**config.mk**
```make
export PLATFORM = sky130hd
export DESIGN_NAME = sobel_window_gen
export DESIGN_NICKNAME = d
export VERILOG_FILES = /design/src/rtl/sobel_window_gen.sv
export SDC_FILE = /design/constraint.sdc
export NUM_CORES = 1
export LEC_CHECK = 0
export CORE_ASPECT_RATIO = 1.25
export CORE_MARGIN = 1.5
export CORE_UTILIZATION = 30
export DETAILED_ROUTE_END_ITERATION = 10
export DONT_BUFFER_PORTS = 1
export REMOVE_ABC_BUFFERS = 1
export SYNTH_ARGS = -nofsm -noshare
export SYNTH_HDL_FRONTEND = slang
export SYNTH_SLANG_ARGS = --single-unit
```
**constraint.sdc**
```tcl
create_clock -name clk -period 10.7 [get_ports clk]
set_input_delay 1.07 -clock clk [delete_from_list [all_inputs] [get_ports clk]]
set_output_delay 1.07 -clock clk [all_outputs]
set_load 0.01 [all_outputs]
```
**src/rtl/sobel_window_gen.sv**
```systemverilog
// Streaming 3x3 window generator: buffers two image rows and emits each complete
// neighbourhood, with a one-cycle write strobe, to the Sobel window register file.
module sobel_window_gen #(
  parameter int W     = 12,
  parameter int IMG_W = 8,
  parameter int IMG_H = 8,
  parameter int CW    = $clog2(IMG_W),
  parameter int RW    = $clog2(IMG_H)
) (
  input  logic          clk,
  input  logic          rst,
  input  logic          clr,
  input  logic          pix_valid,
  input  logic [W-1:0]  pix_in,
  output logic          WriteEn,
  output logic [W-1:0]  WriteData1,
  output logic [W-1:0]  WriteData2,
  output logic [W-1:0]  WriteData3,
  output logic [W-1:0]  WriteData4,
  output logic [W-1:0]  WriteData5,
  output logic [W-1:0]  WriteData6,
  output logic [W-1:0]  WriteData7,
  output logic [W-1:0]  WriteData8,
  output logic [W-1:0]  WriteData9,
  output logic [RW-1:0] win_row,
  output logic [CW-1:0] win_col,
  output logic          frame_done
);

  localparam logic [CW-1:0] COL_LAST = CW'(IMG_W - 1);
  localparam logic [RW-1:0] ROW_LAST = RW'(IMG_H - 1);
  localparam logic [CW-1:0] COL_TWO  = CW'(2);
  localparam logic [RW-1:0] ROW_TWO  = RW'(2);
  localparam logic [CW-1:0] COL_ONE  = CW'(1);
  localparam logic [RW-1:0] ROW_ONE  = RW'(1);

  logic [CW-1:0] col;
  logic [RW-1:0] row;
  logic [W-1:0]  lb1 [IMG_W];
  logic [W-1:0]  lb2 [IMG_W];
  logic [W-1:0]  win [9];
  logic [W-1:0]  top;
  logic [W-1:0]  mid;
  logic          accept;
  logic          col_last;
  logic          row_last;

  // clr wins over pix_valid: a pixel presented alongside clr is dropped.
  assign accept   = pix_valid & ~clr;
  assign col_last = (col == COL_LAST);
  assign row_last = (row == ROW_LAST);
  assign top      = lb2[col];
  assign mid      = lb1[col];

  // Line buffers carry no reset; stale rows are masked by the row>=2 gate.
  always_ff @(posedge clk) begin
    if (accept) begin
      lb2[col] <= lb1[col];
      lb1[col] <= pix_in;
    end
  end

  always_ff @(posedge clk or posedge rst) begin
    if (rst) begin
      col        <= '0;
      row        <= '0;
      WriteEn    <= 1'b0;
      frame_done <= 1'b0;
      win_row    <= '0;
      win_col    <= '0;
    end else if (clr) begin
      col        <= '0;
      row        <= '0;
      WriteEn    <= 1'b0;
      frame_done <= 1'b0;
    end else if (accept) begin
      WriteEn    <= (row >= ROW_TWO) && (col >= COL_TWO);
      win_row    <= row - ROW_ONE;
      win_col    <= col - COL_ONE;
      frame_done <= row_last && col_last;
      if (col_last) begin
        col <= '0;
        row <= row_last ? '0 : row + ROW_ONE;
      end else begin
        col <= col + COL_ONE;
      end
    end else begin
      WriteEn    <= 1'b0;
      frame_done <= 1'b0;
    end
  end

  // Window shifts left one column per accepted pixel; new column enters at the right.
  always_ff @(posedge clk or posedge rst) begin
    if (rst) begin
      for (int i = 0; i < 9; i++) win[i] <= '0;
    end else if (accept) begin
      win[0] <= win[1];
      win[1] <= win[2];
      win[2] <= top;
      win[3] <= win[4];
      win[4] <= win[5];
      win[5] <= mid;
      win[6] <= win[7];
      win[7] <= win[8];
      win[8] <= pix_in;
    end
  end

  assign WriteData1 = win[0];
  assign WriteData2 = win[1];
  assign WriteData3 = win[2];
  assign WriteData4 = win[3];
  assign WriteData5 = win[4];
  assign WriteData6 = win[5];
  assign WriteData7 = win[6];
  assign WriteData8 = win[7];
  assign WriteData9 = win[8];

endmodule

```
==> impl_metrics.json, run 1 <==
{
  "drtPass1Iterations": 4,
  "antenna_found_initial": 0,
  "diodes": 0,
  "dr_wl_met3_um": 1406,
  "synth_cells": 880,
  "dieHeight_um": 227.9,
  "finalCriticalPeriod_ns": 2.540,
  "core_area_mm2": 0.04001,
  "vias_per_cell": 4.703,
  "gp_congestion": 0.7091,
  "run_status": "complete, no violations",
  "final-hold-violation-count": 0,
  "peakVddDrop_uv": 103.5,
  "clockBufferDepth": 3,
  "numCtsBuffers": 35,
  "overflow": 0,
  "grt_pass1_wl_um": 40830,
  "critical_path_class": "reg2reg",
  "wl_met1_um": 11230,
  "rows": 82,
  "worstPathCellList": "buf_4, mux2i_1, o22a_1, nand2_1",
  "ys_warn_count": 0,
  "cts-root-buf": "clkbuf_16",
  "drive_gt1_share_pct": 9.539,
  "io_pins": 132,
  "p_leak_uw": 0.005401,
  "maxSlewViolCount": 0,
  "start_util_pct": 30.34,
  "cp_slowest_stage_delay_ns": 0.90,
  "dieArea_mm2": 0.04170,
  "fin_crit_sh_pct": 23.74,
  "finalNetCount": 909,
  "crit_fanout": 41,
  "crit_path_start_kind": "register",
  "synth-simple-area-share_pct": 10.14,
  "hpwl_um": 14510,
  "place.port_buffers": 0,
  "seq_area_frac_synth_pct": 72.63,
  "drt_iter0_drc": 398,
  "highest_layer": "met4",
  "tns_ns": 0,
  "cts.sinks": 314,
  "drt_wl_total_um": 25950,
  "wl_met2_um": 12700,
  "cts.htree.levels": 2,
  "synth_top_family_by_area": "simple AND/OR/NAND/NOR gates",
  "synth_area_mm2": 0.01214,
  "final_cell_area_mm2": 0.01382,
  "hold_path_class": "reg2reg",
  "setup_violations": 0,
  "vias": 6659,
  "crit_slowest_cell": "dfrtp_4",
  "grt_max_degree": 76,
  "die_x_um": 182.9,
  "muxShareOfSynthArea_pct": 8.244,
  "skew_ns": 0.009918,
  "path_clk_slew_ns": 0.06,
  "maxCapViolations": 0,
  "grt_pass1_vias": 6926,
  "power_uw": 2927,
  "rsz0062_at_grt": "no",
  "grt_use_total_pct": 12.69,
  "ys_top_cells_by_area": "edfxtp_1, dfrtp_1, nand2_1",
  "synthAdderAreaFrac_pct": 0.7214,
  "critPathTopFamily": "flip-flops",
  "clock_latency_ns": 0.51,
  "synth_cell_types": 27,
  "wire_per_inst_um": 18.33,
  "synth-xor-area-share_pct": 0.1443,
  "critPathBufInv": 1,
  "cp.required_ns": 10.91,
  "place_area_mm2": 0.01262,
  "synth_area_per_cell_um2": 13.80,
  "hold_buffers": 0,
  "worst-slew-pin-transition_ns": 0.8301,
  "ant_nets": 0,
  "hold_slack_ns": 0.5391,
  "powerDensity_mw_per_mm2": 211.7,
  "drc": 0,
  "ys_ff_latch": 314,
  "yosysTopAreaCell": "edfxtp_1",
  "arrival_ns": 2.75,
  "post_cts_resized": 0,
  "syn_to_final_growth_pct": 13.84,
  "fmax_mhz": 393.7,
  "synth_top_area_share_pct": 47.49,
  "post_cts_buffers": 0,
  "cts_tree": "yes",
  "synth_compound_area_share_pct": 5.122,
  "max_slew_margin_pct": 44.66,
  "critPathCaptureType": "register"
}
through the flow:
stage | cells | setup WS, ns | util (%)
floorplan | 830 | 3.117 | -
CTS | 1416 | 8.112 | 34.54
global placement | 1353 | 7.802 | 31.55
global route | 1416 | 7.951 | 34.54
finish | 1416 | 8.160 | 34.54
detailed placement | 1353 | 7.751 | 31.55
cells in the final DEF, fill, tap and decap left out, types with 4 or more instances in the layout:
master     instances
nor3_2             4
nand2_1          275
ha_1               7
clkbuf_1           6
o21ai_0            4
a31oi_1           24
edfxtp_1         192
clkbuf_16         37
inv_1              4
clkbuf_8           4
clkinv_2           5
o22a_1            48
bufinv_16          4
dfrtp_1          121
nor2_1            30
buf_4             19
mux2i_1          100
nor2_2             4
cell families after synthesis:
kind of cell	count (synthesis)
multiplexers	100
XOR/XNOR	2
flip-flops	314
AO/OA/AOI/OAI	81
adder cells (fa/ha/maj)	7
buffers and inverters	55
AND/OR/NAND/NOR	321
worst paths after layout:
path / start / to / slack (ns) / depth (start not counted)
worst max-delay path: col[0] / lb2[3][7] / 8.16 / 4
worst min-delay path: WriteData1[1] / WriteData1[1] / 0.54 / 2
worst max register to register: col[0] / lb2[3][7] / 8.16 / 4
worst min register to register: WriteData1[1] / WriteData1[1] / 0.54 / 2
max in group asynchronous: rst / col[0] / 8.94 / 2
min in group asynchronous: rst / WriteData1[2] / 0.56 / 1
metal layers:
metal	up-vias	track usage (%)
li1	3106	-
met1	3336	16.24
met2	182	21.29
met3	35	2.714
met4	0	4.226
met5	-	0
power by group:
part	total [uW]	switching (uW)	internal (uW)
clock	1240	484	760
sequential	1500	114	1390
combinational	182	113	68.9
total	2930	711	2220
worst min-delay path, cell delays in order, from the launching register on:
cell and delay (ns):
dfrtp_1 0.39, nand2_1 0.06, nand2_1 0.06
sequential cells by signal, summed over array words and instances, names as in the netlist:
register and cells:
win_col 3, WriteData3 12, WriteData5 12, frame_done 1
lb1 96, lb2 96, WriteData6 12, row 3
WriteData9 12, WriteData4 12, WriteData7 12, win_row 3
WriteData1 12, WriteEn 1, WriteData2 12, col 3
WriteData8 12
cell usage after synthesis:
cell,instances
nand2_1,275
edfxtp_1,192
dfrtp_1,122
mux2i_1,100
o22a_1,48
nor2_1,34
a31oi_1,24
buf_2,22
buf_4,13
clkbuf_1,8
ha_1,7
inv_1,5
nor3_1,4
o21ai_0,4
buf_8,3
nand2b_1,3
a21oi_1,2
buf_12,2
buf_6,2
o21ai_1,2
xnor2_1,2
and3_1,1
nand3_1,1
nand4b_1,1
nor2b_1,1
o221a_2,1
or2_1,1
area by class of cell:
type	count	area, um^2
Fill cell	3865	26190
Sequential cell	314	8822
Multi-Input combinational cell	511	3004
Clock buffer	47	1003
Tap cell	504	630.6
Clock inverter	16	195.2
Timing Repair Buffer	19	142.6
Inverter	5	23.77
Power figures use the tool's default switching activity.
==> inputs of run 2 (changes only) <==
==> constraint.sdc (replaced) <==
create_clock -name clk -period 2.3 [get_ports clk]
set_input_delay 0.23 -clock clk [delete_from_list [all_inputs] [get_ports clk]]
set_output_delay 0.23 -clock clk [all_outputs]
set_load 0.01 [all_outputs]
==> run 2 against run 1 <==
Effect of this change: die area unchanged; critical path type unchanged; register-to-register slack lost 8.0 ns; worst setup slack lost 8.0 ns; combinational power increased to 5.3 times the previous value; sequential share of layout area fell by 1.3 points.
==> impl_metrics.json, run 2 (synthesis gave the netlist of run 1 again) <==
{
  "hold_path_class": "in2reg",
  "hpwl_um": 15720,
  "critPathCaptureType": "register",
  "reg.largest.list": "lb1: 96 flops, lb2: 96 flops",
  "grt_use_total_pct": 12.95,
  "syn_to_final_growth_pct": 16.27,
  "overflow": 0,
  "crit_slowest_cell": "dfrtp_4",
  "drive_gt1_share_pct": 10.19,
  "core_area_mm2": 0.04001,
  "finalNetCount": 942,
  "crit_path_start_kind": "register",
  "grt_max_degree": 135,
  "clockBufferDepth": 3,
  "arrival_ns": 2.55,
  "regArea_mm2": 0.008822,
  "fin_ws_ns": 0.1506,
  "grt_pass1_wl_um": 41420,
  "critPathBufInv": 1,
  "final_common_cell": "nand2_1",
  "run_status": "complete, no violations",
  "cts_tree": "yes",
  "post_cts_buffers": 0,
  "die_x_um": 182.9,
  "setup_violations": 0,
  "gp_congestion": 0.6787,
  "fin_crit_sh_pct": 93.45,
  "fmax_mhz": 465.2,
  "cts.htree.levels": 2,
  "ant_nets": 0,
  "dieArea_mm2": 0.04170,
  "crit_fanout": 25,
  "critPathTopFamily": "flip-flops",
  "powerDensity_mw_per_mm2": 945.5,
  "power_uw": 13350,
  "worstPathCellList": "ha_1, ha_1, nor2_1, mux2i_1, nor2_1, dlygate4sd3_1",
  "rows": 82,
  "worst-slew-pin-transition_ns": 0.6161,
  "place_ws_ns": 0.4050,
  "dieHeight_um": 227.9,
  "wire_per_inst_um": 18.32,
  "io_pins": 132,
  "multi_input_area_mm2": 0.003004,
  "vias": 6702,
  "skew_ns": 0.01755,
  "tns_ns": 0,
  "rsz0062_at_grt": "no",
  "antenna_found_initial": 3,
  "post_cts_resized": 0,
  "clock_latency_ns": 0.52,
  "place.port_buffers": 0,
  "cp_slowest_stage_delay_ns": 0.72,
  "hold_slack_ns": 0.1730,
  "critical_path_class": "reg2reg",
  "cts-root-buf": "clkbuf_16",
  "final-hold-violation-count": 0,
  "drtPass1Iterations": 6,
  "p_leak_uw": 0.005540,
  "final_util_pct": 35.28,
  "drt_iter0_drc": 338,
  "numCtsBuffers": 34,
  "fillCellCount": 3864,
  "drt_wl_total_um": 26530,
  "grt_pass1_vias": 7072,
  "maxSlewViolCount": 0,
  "finalCriticalPeriod_ns": 2.149,
  "vias_per_cell": 4.628,
  "drc": 0,
  "maxCapViolations": 0,
  "cts.sinks": 314,
  "peakVddDrop_uv": 502.3,
  "max_slew_margin_pct": 58.93,
  "cp.required_ns": 2.70,
  "path_clk_slew_ns": 0.06,
  "start_util_pct": 30.34,
  "layout_common_cells": "nand2_1, edfxtp_1, dfrtp_1, mux2i_1, o22a_1"
}
-- run 2: cell count changes in the layout (fill, tap and decap cells not counted), sizes merged --
cell	change
buf	+18
clkbuf	-4
dlygate4sd3	+16
diode	+2
-- run 2: report_power, final --
group	leakage (uW)	total, uW	switching (uW)	internal [uW]
sequential	0.00323	6970	514	6450
combinational	0.00178	964	586	378
clock	0.000531	5420	2170	3250
total	0.00554	13300	3270	10100
-- run 2: worst paths after layout --
check,startpoint,end,slack (ns),cells after the start
worst max register to register,col[0],col[0],0.15,6
min in group asynchronous,rst,WriteData2[9],0.23,2
worst max-delay path,col[0],col[0],0.15,6
max in group asynchronous,rst,WriteData7[1],1.36,3
worst min register to register,WriteData1[2],WriteData1[2],0.54,2
worst min-delay path,pix_valid,WriteData7[6],0.17,3
-- run 2: cell type report --
type	count	share of cell area, %
Sequential cell	314	62.49
Multi-Input combinational cell	511	21.28
Clock buffer	43	6.417
Tap cell	504	4.467
Timing Repair Buffer	53	3.811
Clock inverter	16	1.329
Inverter	5	0.1684
Antenna cell	2	0.03545
-- run 2: metrics by stage --
step                instances  instance area (um^2)
detailed placement       1371                 12860
floorplan                 830                 11800
global route             1448                 14120
finish                   1448                 14120
global placement         1371                 12860
CTS                      1446                 14110
-- run 2: metal layers --
metal / share of wire, % / global-route usage [%] / vias up / wire [um]
met2: 49 / 21.83 / 173 / 12880
met3: 5.8 / 3.209 / 46 / 1550
met5: 0.049 / 0 / - / 13
met4: 2.6 / 4.790 / 2 / 686
li1: - / - / 3172 / -
met1: 43 / 15.98 / 3309 / 11400
-- run 2: worst reg2reg max path, cell delays in order, from the launching register on --
cell,delay [ns]
dfrtp_4,0.72
ha_1,0.23
ha_1,0.25
nor2_1,0.06
mux2i_1,0.14
nor2_1,0.06
dlygate4sd3_1,0.57
-- run 2: what timing repair did --
item                                    in CTS  in global routing
hold buffers                                16                  0
endpoints found under the setup margin       0                  0
hold endpoints to repair                   185                  0
